### src/rtl/ret_stack.sv
// ret_stack: return-address stack feeding the next-PC mux; zero-latency top read, saturating pointer, sticky ovf/unf.
module ret_stack #(
  parameter int WIDTH = 10,
  parameter int DEPTH = 8,
  parameter int PW    = 3
) (
  input  logic             clk,
  input  logic             reset,
  input  logic             push,
  input  logic             pop,
  input  logic             clr,
  input  logic [WIDTH-1:0] d,
  output logic [WIDTH-1:0] q,
  output logic             empty,
  output logic             full,
  output logic             ovf,
  output logic             unf
);
  localparam logic [PW:0]   cnt_full = DEPTH[PW:0];
  localparam logic [PW:0]   cnt_one  = 1;
  localparam logic [PW-1:0] ptr_one  = 1;
  logic [WIDTH-1:0] mem [DEPTH];
  logic [PW:0]      cnt_q, cnt_d;
  logic             ovf_q, ovf_d, unf_q, unf_d;
  logic [PW-1:0]    top, waddr;
  logic             we;
  always_comb begin
    top   = cnt_q[PW-1:0] - ptr_one;
    empty = cnt_q == '0;
    full  = cnt_q == cnt_full;
    q     = empty ? '0 : mem[top];
    ovf   = ovf_q;
    unf   = unf_q;
    // push+pop on a non-empty stack replaces the top; on empty it degrades to a plain push
    we    = !clr && push && (pop || !full);
    waddr = (pop && !empty) ? top : cnt_q[PW-1:0];
    cnt_d = clr ? '0 :
            (push && pop)  ? (empty ? cnt_one : cnt_q) :
            push           ? (full ? cnt_q : cnt_q + cnt_one) :
            pop            ? (empty ? cnt_q : cnt_q - cnt_one) : cnt_q;
    ovf_d = !clr && (ovf_q || (push && !pop && full));
    unf_d = !clr && (unf_q || (pop && !push && empty));
  end
  always_ff @(posedge clk or posedge reset) begin
    if (reset) begin
      cnt_q <= '0;
      ovf_q <= 1'b0;
      unf_q <= 1'b0;
    end else begin
      cnt_q <= cnt_d;
      ovf_q <= ovf_d;
      unf_q <= unf_d;
    end
  end
  always_ff @(posedge clk) begin
    if (we) mem[waddr] <= d;
  end
endmodule

### config.mk
export PLATFORM = sky130hd
export DESIGN_NAME = ret_stack
export DESIGN_NICKNAME = d
export VERILOG_FILES = /design/src/rtl/ret_stack.sv
export SDC_FILE = /design/constraint.sdc
export NUM_CORES = 1
export LEC_CHECK = 0
export BUFFER_PORTS_ARGS = -buffer_cell sky130_fd_sc_hd__buf_2
export CELL_PAD_IN_SITES_DETAIL_PLACEMENT = 0
export CELL_PAD_IN_SITES_GLOBAL_PLACEMENT = 1
export CORE_MARGIN = 8
export CORE_UTILIZATION = 50
export DETAILED_ROUTE_END_ITERATION = 8
export PLACE_DENSITY = 0.8
export SYNTH_ARGS = -nofsm -noshare
export SYNTH_HDL_FRONTEND = slang
export SYNTH_SLANG_ARGS = --single-unit
### constraint.sdc
create_clock -name clk -period 3.92 [get_ports clk]
set_input_delay 0.784 -clock clk [delete_from_list [all_inputs] [get_ports clk]]
set_output_delay 0.784 -clock clk [all_outputs]
set_load 0.05 [all_outputs]
# Yosys cells after proc, flatten, opt, wreduce, memory -nomap -nowiden
# Memories as Yosys holds them, arrays and structs flattened.
# Index checks and enable logic that the tools add are counted.
[word_totals]
regBits = 6
ramBits = 80
in_bits = 15
output_inout_bits = 14
wordCells = 43
memories = 1
[mem_list]
columns = ["memory", "depth", "word_bits", "read_ports", "rd_ports_with_merged_regs", "wr", "line", "source"]
rows = [
  ["mem", 8, 10, 1, 0, 1, "22", "logic [WIDTH-1:0] mem [DEPTH];"],
]
[op_classes]
n_addsub = 3
n_eq_ne = 4
n_mux = 11
reduce_logical = 21
[ops]
columns = ["op", "count"]
rows = [
  ["$mux 4", 7],
  ["$logic_and 1x1->1", 10],
  ["$mux 10", 1],
  ["$ne 4x3->1 const B", 2],
  ["$logic_not 1->1", 5],
  ["$add 4x1->4 const B", 1],
  ["$eq 4x4->1 const B", 1],
  ["$logic_not 4->1", 1],
  ["$reduce_and 4->1", 1],
  ["$reduce_bool 4->1", 1],
  ["$sub 4x1->4 const B", 1],
  ["$logic_or 1x1->1", 3],
  ["$mux 3", 1],
  ["$ne 3x3->1 const B", 1],
  ["$sub 3x1->3 const B", 1],
  ["$mux 1", 2],
]

# Logic depth before layout (Yosys ltp)
# Gate-level depths: netlist of the first run.
[depth]
word_depth = 6
mapped_depth = 10
mapped_depth_nobuf = 6

# Worst setup path before layout of the first run
# OpenSTA, ideal clock, no wires.
[synth_timing]
path_kind = "reg-to-output"
startpoint = "register cnt_q[0]"
endpoint = "output port q[3]"
t_arrival_ns = 2.567
t_required_ns = 3.136
path_slack_ns = 0.569
stages_incl_launch_ff = 10
n_path_buf = 4
cell_sequence = "dfrtp_1 buf_2 buf_4 inv_1 ha_1 clkbuf_1 buf_2 mux4_2 nand2_1 a21oi_1"
[synth_via]
elab_chain_len = 3
word_cells_on_any_way = 4
classes_between = "add/sub: 1; mux: 1; reduce/logical: 1; memory: 1"
[synth_rtl]
columns = ["element", "line", "source"]
rows = [
  ["start: declaration", "23", "logic [PW:0] cnt_q, cnt_d;"],
  ["start signal: assignment", "50", "cnt_q <= cnt_d;"],
  ["$sub 3x1->3", "28", "top = cnt_q[PW-1:0] - ptr_one;"],
  ["$mem_v2 8x10", "--", ""],
  ["$mux 10 (*)", "31", "q = empty ? '0 : mem[top];"],
  ["end: declaration", "13", "output logic [WIDTH-1:0] q,"],
]
# Mark *: on every way between the ends. The rest lies on a longest branch, timed or not.

# Worst setup path in the final report of the first run
[layout_timing]
startpoint = "register cnt_q[1]"
endpoint = "output port q[2]"
# The elaborated chain is that of the path after synthesis.

==> summary.txt, run 1 <==
Route
  • Routed wl met2: 3680 um
  • Total wire length: 7400 um
  • DR WL/cell: between 20 and 25 um
  • Remaining DRCs: 0
  • Antenna viol nets, final: 0
  • DR top layer: met4
  • Iter 0 DRT Violations: between 100 and 150
  • Pre-Repair DR Iteration Count: 4
  • Vias per cell: 5.74
  • Detail Route met3 WL: slightly below 400 um
  • Metal-1 WL: 3180 um
  • Via count: ~2,100

Critical path
  • Setup CP Type: reg2out
  • Slowest cell on crit path: xnor2_1
  • Setup crit start kind: register
  • WP data arrival: roughly 2.6 ns
  • CP Data Required Time: 3.14 ns
  • Cell Chain, Critical Path: inv_1, ha_1, xnor2_1, buf_4, nand2_1, a21oi_1, buf_2
  • Critical Path Sink Type: primary output
  • Slowest stage delay, CP: between 0.5 and 0.6 ns
  • Crit path max fanout: 12

Synth
  • Post-synth EDFFs: 80
  • Post-synthesis compound-gate area fraction: 6.53%
  • Simple-Gate Fraction of Synth Area: between 6 and 7%
  • Synth Area per Inst: about 17 um^2
  • Register area share after synthesis: 69.7%
  • Post-Syn Nets: 237
  • Post-Synthesis Cells: 218
  • Xor and xnor fraction of the mapped netlist area: roughly 1.2%
  • Post-synthesis async set-or-reset flop share: around 7%
  • Main combinational cell family by area after synthesis: multiplexers
  • Synth cell types: 39
  • Total number of yosys warnings: 0
  • Netlist Area Pre-Place: 0.00366 mm^2
  • Mux cell area share after synthesis: roughly an eighth
  • Post-Synth Adder-Cell Area: between 1.5 and 2%
  • Synth Register Bits: 86
  • Main flop type after synthesis: edfxtp_1

Pwr
  • Peak supply drop: a little under 0.0006 V
  • Pint: between 1.5 and 2 mW
  • Seq pwr share: between 30% and 40%
  • LEAKAGE: 1.41 nW
  • Power per standard cell area: between 800 and 900 mW/mm^2
  • Net Sw Power: between 1 and 1.5 mW
  • Switching part of the total: roughly 43%
  • Combinational power share: a little under half
  • Clock power frac: about 20%

Clock tree
  • Clock sinks: between 80 and 90
  • CTS tree: built
  • CTS buffer count: 9
  • Clock Path Buffers: 2
  • Clk Latency, worst-skew pair: between 0.3 and 0.4 ns
  • Worst-path clk slew: 0.09 ns
  • Post CTS Setup Buffer Count: 0
  • Hold_buf cts: 0
  • Number of gates resized after cts: 0
  • Root Buffer: clkbuf_8
  • H-Tree Depth: 3

Status
  • Status: complete, no violations

Die
  • Die span in y: between 100 and 150 um
  • # rows: 31
  • Initial Utilization: 51.0%
  • Placeable Area: 0.00718 mm^2
  • Die area: 0.0103 mm^2
  • Die width: between 100 and 150 um
  • # IOs: 29

Finish
  • N_diodes: 0
  • Filler cells: 553
  • Area growth, synth to finish: 13.2%
  • Nets@finish: 274
  • Share of cells above drive strength 1: 29.6%

STA
  • Crit path time final: between 3 and 4 ns
  • Max Clk Rate: between 200 and 300 MHz
  • Slew Limit Headroom: between 20 and 30%
  • Slew Viols, Final: 0
  • Worst Tran Pin Value: 1.08 ns
  • Worst Setup Slack, final: 0.551 ns
  • Endpoints failing setup: 0
  • Clock Skew: around 0.0054 ns
  • Final worst path period share: a little under nine tenths
  • RSZ-0062 raised after global routing: no
  • Setup TNS: 0 ns
  • Final Hold Vio Count: 0

Global route
  • Largest net degree at the start of global routing: 25
  • GRT overflow: 0
  • Tot GR Track Use: approximately 15%
  • Initial antenna violation count: 0
  • Vias in the first global route: ~2,100
  • First-pass GRT wire length: 11,300 um

Placed design
  • Routability cong.: 0.826
  • Port Buffer Count: 28
  • DP Wirelength: between 4000 and 5000 um
  • DP Worst Slack: about 0.8 ns

Hold path
  • Worst hold path type: in2async

Job
  • Max Cap Viol: 0
[path summary, 6_finish.rpt]
check	cells past startpoint	slack [ns]	endpoint	start
hold / removal	2	0.33	ovf$_DFF_PP0_	reset
min in group clk	2	0.49	ovf$_DFF_PP0_	ovf$_DFF_PP0_
setup / recovery	7	0.55	q[2]	cnt_q[1]$_DFFE_PP0P_
setup reg to reg	6	0.77	mem[5][0]$_DFFE_PP_	cnt_q[1]$_DFFE_PP0P_
hold reg to reg	2	0.49	ovf$_DFF_PP0_	ovf$_DFF_PP0_
max in group asynchronous	2	3.38	cnt_q[0]$_DFFE_PP0P_	reset
[cell usage after synthesis (all sizes together), types with 2 or more instances]
master	number	area (um^2)
inv	7	26.3
dfrtp	6	150
a31oi	2	12.5
ha	3	37.5
a2111oi	2	17.5
xnor2	2	17.5
nor2	9	33.8
nand2	21	78.8
xor2	3	26.3
buf	8	53.8
a21oi	18	97.6
o21ai	4	20.0
nand3	2	10.0
clkbuf	3	11.3
nor3	4	20.0
nand2b	2	12.5
a211oi	2	20.0
o22ai	5	31.3
edfxtp	80	2400
mux4	20	450
or3b	2	20.0
[placed cells by master (no fill, tap or decap), types with 2 or more instances in the layout]
cell type and instances:
a2111oi_0 2, a21oi_1 16, a21oi_2 2, a31oi_1 2
buf_2 28, buf_4 9, bufinv_16 2, clkbuf_8 9
dfrtp_1 6, edfxtp_1 80, ha_1 3, inv_1 7
inv_6 2, mux4_2 20, nand2_1 21, nand2b_1 2
nand3_1 2, nor2_1 9, nor3_1 4, o21ai_0 4
o22ai_1 5, xnor2_1 2, xor2_1 3
[layer usage]
metal | up-vias | global-route usage [%]
met5 | - | 0
met1 | 1046 | 18.9
met2 | 66 | 24.8
met4 | 0 | 7.79
met3 | 14 | 3.64
li1 | 934 | -
[per-stage QoR]
step | instances | utilization (%) | hold WS, ns | total power, mW | instance area (um^2)
global placement | 343 | 54.8 | 0.478 | 2.82 | 3930
CTS | 359 | 57.8 | 0.323 | 3.50 | 4150
finish | 359 | 57.8 | 0.331 | 3.47 | 4150
global route | 359 | 57.8 | 0.348 | 3.64 | 4150
detailed placement | 343 | 54.8 | 0.485 | 2.83 | 3930
floorplan | 218 | - | 0.575 | 2.39 | 3660
[critical path, delay by kind of cell (launching register included)]
| kind | cells | cell delay [ns] |
|---|---|---|
| compound gates | 1 | 0.19 |
| buf+inv | 3 | 0.68 |
| xor+xnor | 1 | 0.54 |
| flops | 1 | 0.40 |
| simple gates | 1 | 0.08 |
| fa+ha+maj | 1 | 0.34 |
[kinds of logic (layout without fill, tap and decap cells)]
| kind of cell | Yosys count | in the layout |
|---|---|---|
| buffers and inverters | 18 | 60 |
| muxes | 20 | 20 |
| xor gates and xnor gates | 5 | 5 |
| and+or+nand+nor | 47 | 47 |
| AOI/OAI and AO/OA | 38 | 38 |
| adders and majority gates | 4 | 4 |
| DFF | 86 | 86 |
[sequential cells by signal (all words and copies together) (netlist names)]
signal	count
ovf	1
cnt_q	4
unf	1
mem	80
[power by group through the flow]
stage          clock network, mW  logic [mW]  registers, mW
2_1_floorplan                  0        1.25           1.15
3_3_place_gp                   0        1.66           1.15
3_5_place_dp                   0        1.67           1.16
4_1_cts                    0.689        1.67           1.14
5_1_grt                    0.720        1.77           1.15
6_report                   0.681        1.65           1.14
[cell type report]
type                    count  area [um^2]  area share, %
flip-flops and latches     86         2550           61.6
multi-input cells         114         1020           24.6
well taps                  99          124           2.99
clock inverters             7         93.8           2.26
repair buffers             37          208           5.01
inverters                   7         26.3          0.634
clock buffers               9          124           2.99
(Power assumes the default switching activity.)
==> run 2, diff against run 1 <==
--- a/constraint.sdc
+++ b/constraint.sdc
@@ -3,2 +3,2 @@
 set_output_delay 0.784 -clock clk [all_outputs]
-set_load 0.05 [all_outputs]
+set_load 0.01 [all_outputs]
==> run 2 against run 1 <==
Against the previous run: fmax increased by 0.28%; wire length is 1.2% lower; largest power group unchanged; cell area down 1.1%; combinational power is 25% lower; via count is 3.1% lower; highest routed layer unchanged; sequential cell count stayed put; cell count shrank 0.84%.
==> summary.txt, run 2 (synthesized netlist as in run 1, its figures left out) <==
Status
  • Status: complete, no violations

Global route
  • Largest net degree at the start of global routing: 25
  • Tot GR Track Use: about 15%
  • First-pass GRT wire length: around 11,000 um
  • GRT overflow: 0
  • Vias in the first global route: approximately 2,100
  • Initial antenna violation count: 0

STA
  • Slew Viols, Final: 0
  • Max Clk Rate: slightly below 300 MHz
  • WHS: 0.348 ns
  • Clock Skew: about 0.010 ns
  • Final Hold Vio Count: 0
  • Endpoints failing setup: 0
  • Slew Limit Headroom: about a quarter
  • RSZ-0062 raised after global routing: no
  • Setup TNS: 0 ns
  • Worst Tran Pin Value: ~1.1 ns
  • Crit path time final: about 3.4 ns
  • Final worst path period share: between 80% and 90%

Route
  • Antenna viol nets, final: 0
  • DR WL/cell: between 20 and 25 um
  • Total wire length: about 7300 um
  • Remaining DRCs: 0
  • Iter 0 DRT Violations: between 100 and 150
  • Via count: about 2,000
  • Vias per cell: between 5 and 6
  • Pre-Repair DR Iteration Count: 4

Clock tree
  • Worst-path clk slew: roughly 0.090 ns
  • Clock Path Buffers: 2
  • Clk Latency, worst-skew pair: 0.35 ns
  • CTS buffer count: 9
  • Clock sinks: 86
  • Post CTS Setup Buffer Count: 0
  • Hold_buf cts: 0
  • Number of gates resized after cts: 0
  • CTS tree: built
  • Root Buffer: clkbuf_8
  • H-Tree Depth: 3

Critical path
  • Slowest cell on crit path: xnor2_1
  • Crit path max fanout: 12
  • CP Data Required Time: about 3.1 ns
  • CP bufs+invs: 2
  • Top delay family on crit path: XOR/XNOR gates
  • Slowest stage delay, CP: 0.88 ns
  • Critical Path Sink Type: primary output
  • Setup crit start kind: register
  • WP data arrival: between 2 and 3 ns
  • Setup CP Type: reg2out
  • Cell Chain, Critical Path: inv_1, ha_1, xnor2_1, nand2_1, a21oi_1, buf_2

Finish
  • Nets@finish: approximately 270
  • N_diodes: 0
  • Area growth, synth to finish: 12.0%
  • Share of cells above drive strength 1: 29.2%
  • Commonest cells after routing, fill and taps aside: edfxtp_1 (80), buf_2 (28), nand2_1 (21)
  • Largest register by flop count: mem
  • Largest register FFs: 80
  • Regs by FF count: mem x80, cnt_q x4
  • Most common cell after layout, fill and taps aside: edfxtp_1
  • Non-Filler Instances: roughly 360

Die
  • Die area: around 0.010 mm^2
  • Placeable Area: around 0.0072 mm^2
  • # rows: 31
  • Initial Utilization: approximately half
  • Die width: a little over 100 um
  • # IOs: 29
  • Die span in y: 102 um

Pwr
  • Peak supply drop: approximately 0.00037 V
  • LEAKAGE: between 1 and 1.5 nW
  • Power per standard cell area: between 700 and 800 mW/mm^2

Placed design
  • Routability cong.: roughly 0.83
  • Placed Instances: between 300 and 400
  • DP Wirelength: 4770 um
  • Port Buffer Count: 28

Hold path
  • Worst hold path type: in2async

Job
  • Max Cap Viol: 0
[run 2: changes by cell type in the layout (fill, tap and decap cells not counted)]
| cell | change |
|---|---|
| inv_6 | -1 |
| buf_4 | -3 |
| clkinv_1 | -1 |
| inv_8 | +1 |
| clkinv_2 | +2 |
| bufinv_16 | -1 |
[run 2: power breakdown]
| part | total [mW] | internal, mW | switching (mW) |
|---|---|---|---|
| registers | 1.14 | 1.10 | 0.0451 |
| logic | 1.23 | 0.511 | 0.721 |
| clock network | 0.618 | 0.298 | 0.321 |
[run 2: final cells by class]
type	count	area [um^2]
clock buffer	9	124
clock inverter	7	72.6
fill	566	3070
inverter	7	26.3
multi-input combinational	114	1020
sequential	86	2550
tap	99	124
timing repair buffer	34	185
[run 2: through the flow]
step	setup slack (ns)	util, %	power, mW	instance area, um^2
2_1_floorplan	1.13	-	2.02	3660
3_3_place_gp	0.912	54.4	2.41	3910
3_5_place_dp	0.887	54.4	2.41	3910
4_1_cts	0.539	57.2	3.03	4100
5_1_grt	0.311	57.2	3.17	4100
6_report	0.560	57.2	2.99	4100
[run 2: per-layer routing]
metal	GRT usage (%)	vias to the layer above	part of all wire, %
met5	0	-	0
met2	24.4	52	50
met3	3.37	2	5.1
met4	5.15	0	0.34
li1	-	928	-
met1	20.1	1014	44
[run 2: worst paths after layout]
kind | depth (start not counted) | end | from | slack [ns]
setup / recovery | 6 | q[3] | cnt_q[1]$_DFFE_PP0P_ | 0.56
hold reg to reg | 2 | unf$_DFF_PP0_ | unf$_DFF_PP0_ | 0.51
max in group asynchronous | 2 | cnt_q[1]$_DFFE_PP0P_ | reset | 3.34
setup reg to reg | 7 | mem[7][3]$_DFFE_PP_ | cnt_q[1]$_DFFE_PP0P_ | 0.94
hold / removal | 2 | cnt_q[3]$_DFFE_PP0P_ | reset | 0.35
min in group clk | 2 | unf$_DFF_PP0_ | unf$_DFF_PP0_ | 0.51
